==> src/rtl/alu_issue_ctrl_pkg.sv <==
// rtl/alu_issue_ctrl_pkg.sv - shared RV32I opcode/funct constants and ALU op codes for the ALU issue path
package alu_issue_ctrl_pkg;

    localparam logic [3:0] ALU_ADD    = 4'd0;
    localparam logic [3:0] ALU_SUB    = 4'd1;
    localparam logic [3:0] ALU_SLL    = 4'd2;
    localparam logic [3:0] ALU_SLT    = 4'd3;
    localparam logic [3:0] ALU_SLTU   = 4'd4;
    localparam logic [3:0] ALU_XOR    = 4'd5;
    localparam logic [3:0] ALU_SRL    = 4'd6;
    localparam logic [3:0] ALU_SRA    = 4'd7;
    localparam logic [3:0] ALU_OR     = 4'd8;
    localparam logic [3:0] ALU_AND    = 4'd9;
    localparam logic [3:0] ALU_PASS_B = 4'd10;

    localparam logic [6:0] OPC_OP     = 7'b0110011;
    localparam logic [6:0] OPC_OP_IMM = 7'b0010011;
    localparam logic [6:0] OPC_LUI    = 7'b0110111;

    localparam logic [2:0] F3_ADD_SUB = 3'b000;
    localparam logic [2:0] F3_SLL     = 3'b001;
    localparam logic [2:0] F3_SLT     = 3'b010;
    localparam logic [2:0] F3_SLTU    = 3'b011;
    localparam logic [2:0] F3_XOR     = 3'b100;
    localparam logic [2:0] F3_SR      = 3'b101;
    localparam logic [2:0] F3_OR      = 3'b110;
    localparam logic [2:0] F3_AND     = 3'b111;

    localparam logic [6:0] F7_BASE    = 7'b0000000;
    localparam logic [6:0] F7_ALT     = 7'b0100000;

    // funct3 -> op for the funct7=BASE flavour shared by OP and OP-IMM
    function automatic logic [3:0] base_op(input logic [2:0] f3);
        case (f3)
            F3_ADD_SUB: return ALU_ADD;
            F3_SLL:     return ALU_SLL;
            F3_SLT:     return ALU_SLT;
            F3_SLTU:    return ALU_SLTU;
            F3_XOR:     return ALU_XOR;
            F3_SR:      return ALU_SRL;
            F3_OR:      return ALU_OR;
            default:    return ALU_AND;
        endcase
    endfunction

endpackage

==> src/rtl/alu_op_decode.sv <==
// rtl/alu_op_decode.sv - combinational RV32I OP/OP-IMM/LUI decode into ALU op and operands
module alu_op_decode
    import alu_issue_ctrl_pkg::*;
#(
    parameter int XLEN = 32
) (
    input  logic [31:0]     instr,
    input  logic [XLEN-1:0] rf_rdata1,
    input  logic [XLEN-1:0] rf_rdata2,
    output logic [3:0]      op,
    output logic [XLEN-1:0] a,
    output logic [XLEN-1:0] b,
    output logic            illegal
);

    logic [6:0]      opcode;
    logic [2:0]      f3;
    logic [6:0]      f7;
    logic [XLEN-1:0] imm_i;
    logic [XLEN-1:0] shamt;
    logic            dec_unused;

    assign opcode     = instr[6:0];
    assign f3         = instr[14:12];
    assign f7         = instr[31:25];
    assign imm_i      = {{(XLEN-12){instr[31]}}, instr[31:20]};
    assign shamt      = {{(XLEN-5){1'b0}}, instr[24:20]};
    assign dec_unused = ^instr[19:7];

    always_comb begin
        op      = ALU_ADD;
        a       = rf_rdata1;
        b       = rf_rdata2;
        illegal = 1'b0;
        case (opcode)
            OPC_OP: begin
                if (f7 == F7_BASE)
                    op = base_op(f3);
                else if (f7 == F7_ALT && f3 == F3_ADD_SUB)
                    op = ALU_SUB;
                else if (f7 == F7_ALT && f3 == F3_SR)
                    op = ALU_SRA;
                else
                    illegal = 1'b1;
            end
            OPC_OP_IMM: begin
                b = imm_i;
                case (f3)
                    F3_SLL: begin
                        op      = ALU_SLL;
                        b       = shamt;
                        illegal = (f7 != F7_BASE);
                    end
                    F3_SR: begin
                        b = shamt;
                        if (f7 == F7_BASE)
                            op = ALU_SRL;
                        else if (f7 == F7_ALT)
                            op = ALU_SRA;
                        else
                            illegal = 1'b1;
                    end
                    default: op = base_op(f3);
                endcase
            end
            OPC_LUI: begin
                op = ALU_PASS_B;
                a  = '0;
                b  = XLEN'({instr[31:12], 12'b0});
            end
            default: illegal = 1'b1;
        endcase
    end

endmodule

==> src/rtl/alu_issue_ctrl.sv <==
// rtl/alu_issue_ctrl.sv - single-issue ALU sequencer: accept, read regfile, execute, write back
// Optional retire/illegal counters under `ALU_ISSUE_PERF_CNT_EN.
module alu_issue_ctrl
    import alu_issue_ctrl_pkg::*;
#(
    parameter int XLEN   = 32,
    parameter int REG_AW = 5
) (
    input  logic              clk,
    input  logic              rst,
    input  logic              instr_valid,
    input  logic [31:0]       instr,
    output logic              instr_ready,
    output logic [REG_AW-1:0] rf_raddr1,
    output logic [REG_AW-1:0] rf_raddr2,
    input  logic [XLEN-1:0]   rf_rdata1,
    input  logic [XLEN-1:0]   rf_rdata2,
    output logic [3:0]        alu_op,
    output logic [XLEN-1:0]   alu_a,
    output logic [XLEN-1:0]   alu_b,
    input  logic [XLEN-1:0]   alu_result,
    output logic              wb_valid,
    output logic [REG_AW-1:0] wb_rd,
    output logic [XLEN-1:0]   wb_data,
    input  logic              wb_ready,
    output logic              illegal,
    output logic [31:0]       cnt_retired,
    output logic [31:0]       cnt_illegal
);

    typedef enum logic [2:0] {
        S_IDLE,
        S_READ,
        S_EXEC,
        S_WB,
        S_ERR
    } state_t;

    state_t          state, state_nxt;
    logic [31:0]     instr_q;
    logic [3:0]      dec_op;
    logic [XLEN-1:0] dec_a;
    logic [XLEN-1:0] dec_b;
    logic            dec_illegal;

    assign rf_raddr1 = instr_q[15 +: REG_AW];
    assign rf_raddr2 = instr_q[20 +: REG_AW];

    alu_op_decode #(.XLEN(XLEN)) u_dec (
        .instr     (instr_q),
        .rf_rdata1 (rf_rdata1),
        .rf_rdata2 (rf_rdata2),
        .op        (dec_op),
        .a         (dec_a),
        .b         (dec_b),
        .illegal   (dec_illegal)
    );

    always_comb begin
        state_nxt = state;
        case (state)
            S_IDLE: if (instr_valid) state_nxt = S_READ;
            S_READ: state_nxt = dec_illegal ? S_ERR : S_EXEC;
            S_EXEC: state_nxt = S_WB;
            S_WB:   if (wb_ready) state_nxt = S_IDLE;
            S_ERR:  state_nxt = S_IDLE;
            default: state_nxt = S_IDLE;
        endcase
    end

    // Operands stay held through EXEC and WB so the ALU's registered result is stable in WB
    always_ff @(posedge clk) begin
        if (rst) begin
            state   <= S_IDLE;
            instr_q <= '0;
            alu_op  <= '0;
            alu_a   <= '0;
            alu_b   <= '0;
            wb_rd   <= '0;
            illegal <= 1'b0;
        end else begin
            state   <= state_nxt;
            illegal <= (state == S_READ) && dec_illegal;
            if (state == S_IDLE && instr_valid)
                instr_q <= instr;
            if (state == S_READ && !dec_illegal) begin
                alu_op <= dec_op;
                alu_a  <= dec_a;
                alu_b  <= dec_b;
                wb_rd  <= instr_q[7 +: REG_AW];
            end
        end
    end

    assign instr_ready = (state == S_IDLE);
    assign wb_valid    = (state == S_WB);
    assign wb_data     = wb_valid ? alu_result : '0;

`ifdef ALU_ISSUE_PERF_CNT_EN
    always_ff @(posedge clk) begin
        if (rst) begin
            cnt_retired <= '0;
            cnt_illegal <= '0;
        end else begin
            if (state == S_WB && wb_ready)
                cnt_retired <= cnt_retired + 32'd1;
            if (state == S_ERR)
                cnt_illegal <= cnt_illegal + 32'd1;
        end
    end
`else
    assign cnt_retired = '0;
    assign cnt_illegal = '0;
`endif

endmodule

==> config.mk <==
export PLATFORM = sky130hd
export DESIGN_NAME = alu_issue_ctrl
export DESIGN_NICKNAME = d
export VERILOG_FILES = /design/src/rtl/alu_issue_ctrl_pkg.sv /design/src/rtl/alu_op_decode.sv /design/src/rtl/alu_issue_ctrl.sv
export SDC_FILE = /design/constraint.sdc
export NUM_CORES = 1
export LEC_CHECK = 0
export CAP_MARGIN = 20
export CORE_AREA = 2 2 130 132
export DETAILED_ROUTE_END_ITERATION = 10
export DIE_AREA = 0 0 132 134
export PLACE_DENSITY = 0.79
export SYNTH_ARGS = -nofsm -noshare
export SYNTH_HDL_FRONTEND = slang
export SYNTH_SLANG_ARGS = --single-unit
==> constraint.sdc <==
create_clock -name clk -period 2.5 [get_ports clk]
set_input_delay 0.5 -clock clk [delete_from_list [all_inputs] [get_ports clk]]
set_output_delay 0.5 -clock clk [all_outputs]
set_load 0.02 [all_outputs]
==> metrics.csv, run 1 <==
stage;metric;value;unit
logic_synthesis;synthCells;747;
logic_synthesis;synth.most_common_cell;nand2_1;
setup_path;rr_endpoint;alu_b[17]$_SDFFE_PP0P_;
logic_synthesis;synth_area_leader_cell;dfxtp_1;
floorplan;rows;47;
logic_synthesis;synth_warnings;0;
timing;setup_viol;0;
clock_network;cts_setup_buffers;0;
grt;first_global_vias;5005;
power_and_ir_drop;leakagePower;3.47;nW
clock_network;path_clk_slew;0.07;ns
grt;antenna_found_initial;0;
routing;routed-via-count;5699;
power_and_ir_drop;fin_total_pwr;3.91;mW
setup_path;cp.required;2.71;ns
clock_network;ctsHoldBuffers;0;
setup_path;crit_type;reg2reg;
setup_path;critPathMaxFanout;20;
floorplan;dieArea;0.0177;mm^2
flow_run;cap_violations;0;
min_path;hp-class;reg2reg;
final_layout;finalNetCount;1092;
logic_synthesis;synth_area_leaders;dfxtp_1 (39%), buf_4 (10%), nand2_1 (8.8%);
grt;track_usage;0.194;
final_layout;area_delta_synth_final;50.9;%
clock_network;cts_inserted_buffers;9;
routing;avgRoutedWirePerCell;15.3;um
clock_network;clock_sinks;109;
routing;drt_iter0_drc;370;
setup_path;startpoint;instr_q[25]$_SDFFE_PP0P_;
final_layout;drive_above_1_share;0.0518;
final_layout;fin_util;0.515;
logic_synthesis;synth_area;0.00556;mm^2
placement;dp.final_hpwl;13400;um
final_layout;diodes;0;
clock_network;cts.path.max_buffers;2;
placement;gp_congestion;0.857;
min_path;hold_depth;2;
setup_path;reg2reg_slack;0.1;ns
logic_synthesis;synth_cell_types;36;
placement;port_buffers;249;
timing;max_freq;416;MHz
routing;post-route-drc-count;0;
routing;drt_first_pass_iters;5;
timing;fin_crit_sh;0.962;
logic_synthesis;async_reset_ff_frac;0;
clock_network;htreeDepth;3;
timing;min_period;2.40;ns
setup_path;r2r_start;instr_q[25]$_SDFFE_PP0P_;
timing;worstMarginPinSlew;0.721;ns
floorplan;io_pins;314;
logic_synthesis;synth_edf_count;0;
timing;slew_violations;0;
setup_path;cp-start-kind;register;
logic_synthesis;synthTopCellsByCount;nand2_1 (130), dfxtp_1 (109), a21oi_1 (88);
setup_path;crit_end;alu_b[17]$_SDFFE_PP0P_;
logic_synthesis;synth_top_area_frac;0.392;
logic_synthesis;ys_seq_area_frac;0.392;
power_and_ir_drop;ir_drop;0.319;mV
floorplan;fp.coreArea;0.0163;mm^2
grt;gr-total-overflow;0;
setup_path;reg2reg_depth;8;
routing;drtAntennaViolNets;0;
logic_synthesis;avgSynthCellArea;7.45;um^2
grt;grt_pass1_wl;27200;um
timing;max_slew_margin;0.518;
timing;skew;0.00907;ns
routing;routed_wl;18200;um
floorplan;die_x;132;um
setup_path;cp-end-kind;register;
logic_synthesis;synthFlopType;dfxtp_1;
clock_network;cts-root-buf;clkbuf_16;
run_status;status;completed;
setup_path;crit_arrival;2.61;ns
clock_network;cts_tree;yes;
grt;grt_max_degree;57;
floorplan;start_util;0.341;
timing;finalHoldViolations;0;
power_and_ir_drop;power_density;466;mW/mm^2
floorplan;die_h;134;um
routing;routed_via_density;4.81;
clock_network;clk_latency;0.36;ns
logic_synthesis;ys_ff_latch;109;
## flip-flops by register name (all words and copies together), names as in the netlist
name / flops
alu_a: 32
alu_b: 32
instr_q: 32
wb_rd: 5
alu_op: 4
state: 3
illegal: 1
## routing by layer
layer,track usage,wire [um],up-vias
met1,0.245,7750,2607
met2,0.318,8720,262
met4,0.0682,448,0
met5,0,0,-
met3,0.0544,1260,35
li1,-,-,2795
## worst min path at each step
stage                             from                      end
2_1_floorplan  instr_q[4]$_SDFFE_PP0P_  instr_q[4]$_SDFFE_PP0P_
3_3_place_gp    alu_a[18]$_SDFFE_PP0P_   alu_a[18]$_SDFFE_PP0P_
3_5_place_dp    alu_a[27]$_SDFFE_PP0P_   alu_a[27]$_SDFFE_PP0P_
4_1_cts         alu_a[27]$_SDFFE_PP0P_   alu_a[27]$_SDFFE_PP0P_
5_1_grt          alu_a[1]$_SDFFE_PP0P_    alu_a[1]$_SDFFE_PP0P_
6_report         alu_a[0]$_SDFFE_PP0P_    alu_a[0]$_SDFFE_PP0P_
## cell usage in the layout, fill, tap and decap left out, types with 9 or more instances in the layout
cell type / instances
clkdlybuf4s50_1: 221
nand2_1: 130
dfxtp_1: 107
a21oi_1: 87
conb_1: 64
nand3_1: 53
nor2_1: 38
and2_1: 34
a22oi_1: 26
o21ai_0: 25
inv_1: 23
a211oi_1: 22
dlymetal6s2s_1: 22
buf_4: 20
nor3_1: 15
clkbuf_16: 9
## per-stage QoR
stage / hold slack (ns) / instances / TNS [ns] / worst slack [ns] / instance area [um^2]
3_5_place_dp: 0.442 / 1169 / 0 / 0.137 / 8010
2_1_floorplan: 0.432 / 810 / 0 / 0.222 / 5800
3_3_place_gp: 0.437 / 1169 / 0 / 0.161 / 8010
6_report: 0.450 / 1185 / 0 / 0.0956 / 8390
5_1_grt: 0.469 / 1185 / -0.0955 / -0.0325 / 8390
4_1_cts: 0.453 / 1185 / 0 / 0.0167 / 8320
## worst max-delay path: stages, from the launching register on
cell      delay [ns]
dfxtp_1         0.34
or4_1           0.57
nor3_4          0.22
a211oi_2        0.16
nor4_2          0.30
buf_4           0.24
o21a_1          0.19
buf_12          0.16
a211oi_1        0.08
## report_power, final
group          internal (mW)  switching [mW]
registers               1.77          0.0333
logic                  0.286           0.309
clock network          0.815           0.699
total                   2.87            1.04
## logic make-up after synthesis
kind of cell,Yosys count,synth area share
buffers and inverters,158,0.160
other,1,0.000674
and+or+nand+nor,300,0.254
xor gates and xnor gates,2,0.00315
DFF,109,0.392
AOI/OAI and AO/OA,177,0.190
## cell type report
| cell class | instances | area (um^2) |
|---|---|---|
| Multi-Input combinational cell | 543 | 2740 |
| Tap cell | 220 | 275 |
| Fill cell | 1579 | 7900 |
| Timing Repair Buffer | 274 | 2790 |
| Sequential cell | 109 | 2180 |
| Clock inverter | 6 | 71.3 |
| Inverter | 23 | 86.3 |
| Clock buffer | 10 | 239 |
## timing repair
item / in CTS / in global routing
gates cloned: 0 / 0
setup endpoints to repair: 22 / 77
pin swaps: 0 / 0
resized for setup: 6 / 26
Note: power is estimated with default switching activity, not from simulation.
==> inputs of run 2 (changes only) <==
--- a/config.mk
+++ b/config.mk
@@ -9,7 +9,7 @@
 export CORE_AREA = 2 2 130 132
 export DETAILED_ROUTE_END_ITERATION = 10
 export DIE_AREA = 0 0 132 134
-export PLACE_DENSITY = 0.79
+export PLACE_DENSITY = 0.76
 export SYNTH_ARGS = -nofsm -noshare
 export SYNTH_HDL_FRONTEND = slang
 export SYNTH_SLANG_ARGS = --single-unit
==> metrics.csv, run 2 (synthesis results as in run 1) <==
stage;metric;value;unit;change
clock_network;cts-root-buf;clkbuf_16;;unchanged
placement;gp_congestion;0.855;;was 0.857
timing;worstMarginPinSlew;0.792;ns;was 0.721 ns
clock_network;cts_setup_buffers;0;;unchanged
min_path;hp-class;reg2reg;;unchanged
setup_path;critPathMaxFanout;33;;was 20
setup_path;crit_type;reg2out;;was reg2reg
placement;dp_slack;0.136;ns;was 0.137 ns
power_and_ir_drop;fin_total_pwr;3.75;mW;was 3.91 mW
power_and_ir_drop;power_density;452;mW/mm^2;was 466 mW/mm^2
routing;routed-via-count;5627;;was 5699
clock_network;path_clk_slew;0.07;ns;about the same
grt;track_usage;0.193;;was 0.194
setup_path;cp-end-kind;output port;;was register
routing;routed_via_density;4.77;;was 4.81
timing;skew;0.00600;ns;was 0.00907 ns
timing;min_period;2.43;ns;was 2.40 ns
grt;grt_max_degree;49;;was 57
floorplan;rows;47;;unchanged
timing;rsz0062_at_grt;false;;
timing;setup_viol;0;;unchanged
setup_path;cp.required;2.00;ns;was 2.71 ns
final_layout;multi_input_area;0.00273;mm^2;was 0.00274 mm^2
clock_network;cts_tree;yes;;unchanged
power_and_ir_drop;leakagePower;3.07;nW;was 3.47 nW
setup_path;max_stage_delay;0.62;ns;was 0.57 ns
final_layout;finalNetCount;1089;;was 1092
final_layout;top_regs;alu_a: 32 flops, alu_b: 32 flops, instr_q: 32 flops;;unchanged
placement;dp.final_hpwl;13500;um;was 13400 um
floorplan;die_x;132;um;unchanged
clock_network;cts.path.max_buffers;2;;unchanged
final_layout;seq_area;0.00218;mm^2;about the same
floorplan;start_util;0.341;;unchanged
final_layout;layout_common_cells;clkdlybuf4s50_1 (244), nand2_1 (130), dfxtp_1 (108), a21oi_1 (88), conb_1 (64);;was clkdlybuf4s50_1 (221), nand2_1 (130), dfxtp_1 (107), a21oi_1 (87), conb_1 (64)
timing;fin_crit_sh;0.971;;was 0.962
clock_network;clock_sinks;109;;unchanged
grt;grt_pass1_wl;27300;um;was 27200 um
placement;port_buffers;249;;unchanged
timing;max_freq;412;MHz;was 416 MHz
routing;post-route-drc-count;0;;unchanged
routing;avgRoutedWirePerCell;15.3;um;about the same
final_layout;drive_above_1_share;0.0428;;was 0.0518
routing;drtAntennaViolNets;0;;unchanged
setup_path;crit_arrival;1.93;ns;was 2.61 ns
timing;setup_tns;0;ns;unchanged
timing;slew_violations;0;;unchanged
setup_path;critPathSlowestCell;clkdlybuf4s50_1;;was or4_1
clock_network;post_cts_resized;0;;was 6
routing;drt_iter0_drc;329;;was 370
timing;fin_ws;0.0736;ns;was 0.0956 ns
power_and_ir_drop;ir_drop;0.292;mV;was 0.319 mV
setup_path;crit_path_cell_trace;and3b_1 -> buf_12 -> and2_1 -> clkdlybuf4s50_1;;was or4_1 -> nor3_4 -> a211oi_2 -> nor4_2 -> buf_4 -> o21a_1 -> buf_12 -> a211oi_1
timing;max_slew_margin;0.471;;was 0.518
floorplan;io_pins;314;;unchanged
clock_network;htreeDepth;3;;unchanged
routing;routed_wl;18000;um;was 18200 um
floorplan;die_h;134;um;unchanged
final_layout;area_delta_synth_final;49.0;%;was 50.9%
final_layout;diodes;0;;unchanged
clock_network;clk_latency;0.34;ns;was 0.36 ns
final_layout;final_common_cell;clkdlybuf4s50_1;;unchanged
final_layout;n_fill_cell;1578;;was 1579
clock_network;ctsHoldBuffers;0;;unchanged
flow_run;cap_violations;0;;unchanged
routing;drt_first_pass_iters;7;;was 5
grt;first_global_vias;5049;;was 5005
floorplan;dieArea;0.0177;mm^2;unchanged
setup_path;cp-start-kind;register;;unchanged
run_status;status;completed;;unchanged
grt;antenna_found_initial;0;;unchanged
timing;finalHoldViolations;0;;unchanged
grt;gr-total-overflow;0;;unchanged
floorplan;fp.coreArea;0.0163;mm^2;unchanged
clock_network;cts_inserted_buffers;9;;unchanged
run 2: report_power, final:
group	leakage, nW	internal (mW)	switching [mW]
sequential	0.884	1.77	0.0367
clock	0.133	0.742	0.612
combinational	2.06	0.284	0.304
total	3.07	2.80	0.952
run 2: worst paths after layout:
check / from / endpoint / slack, ns / cells past startpoint
worst min register to register: alu_b[4]$_SDFFE_PP0P_ / alu_b[4]$_SDFFE_PP0P_ / 0.45 / 2
worst max-delay path: state[1]$_SDFFE_PP0P_ / wb_data[31] / 0.07 / 4
worst min-delay path: alu_b[4]$_SDFFE_PP0P_ / alu_b[4]$_SDFFE_PP0P_ / 0.45 / 2
worst max register to register: instr_q[31]$_SDFFE_PP0P_ / alu_a[4]$_SDFFE_PP0P_ / 0.11 / 7
run 2: layout make-up:
type,instances,area share
Clock buffer,12,0.0322
Tap cell,220,0.0332
Sequential cell,109,0.263
Inverter,23,0.0104
Multi-Input combinational cell,543,0.329
Timing Repair Buffer,271,0.331
Clock inverter,1,0.000906
run 2: metal layers:
metal	vias to the layer above	share of wire	GRT usage
met4	0	0.025	0.0725
met3	30	0.076	0.0522
met1	2587	0.40	0.234
met2	228	0.50	0.328
met5	-	0	0
li1	2782	-	-
run 2: stage by stage:
stage / cell area (um^2) / hold WS, ns / cells / util
2_1_floorplan: 5800 / 0.432 / 810 / -
3_3_place_gp: 8000 / 0.437 / 1166 / 0.491
3_5_place_dp: 8000 / 0.443 / 1166 / 0.491
4_1_cts: 8280 / 0.453 / 1179 / 0.508
5_1_grt: 8290 / 0.465 / 1179 / 0.509
6_report: 8290 / 0.450 / 1179 / 0.509
run 2: critical path: cells and delay by family, from the launching register on:
| family | cells | cell delay, ns |
|---|---|---|
| buf+inv | 2 | 0.79 |
| flops | 1 | 0.41 |
| simple gates | 2 | 0.37 |
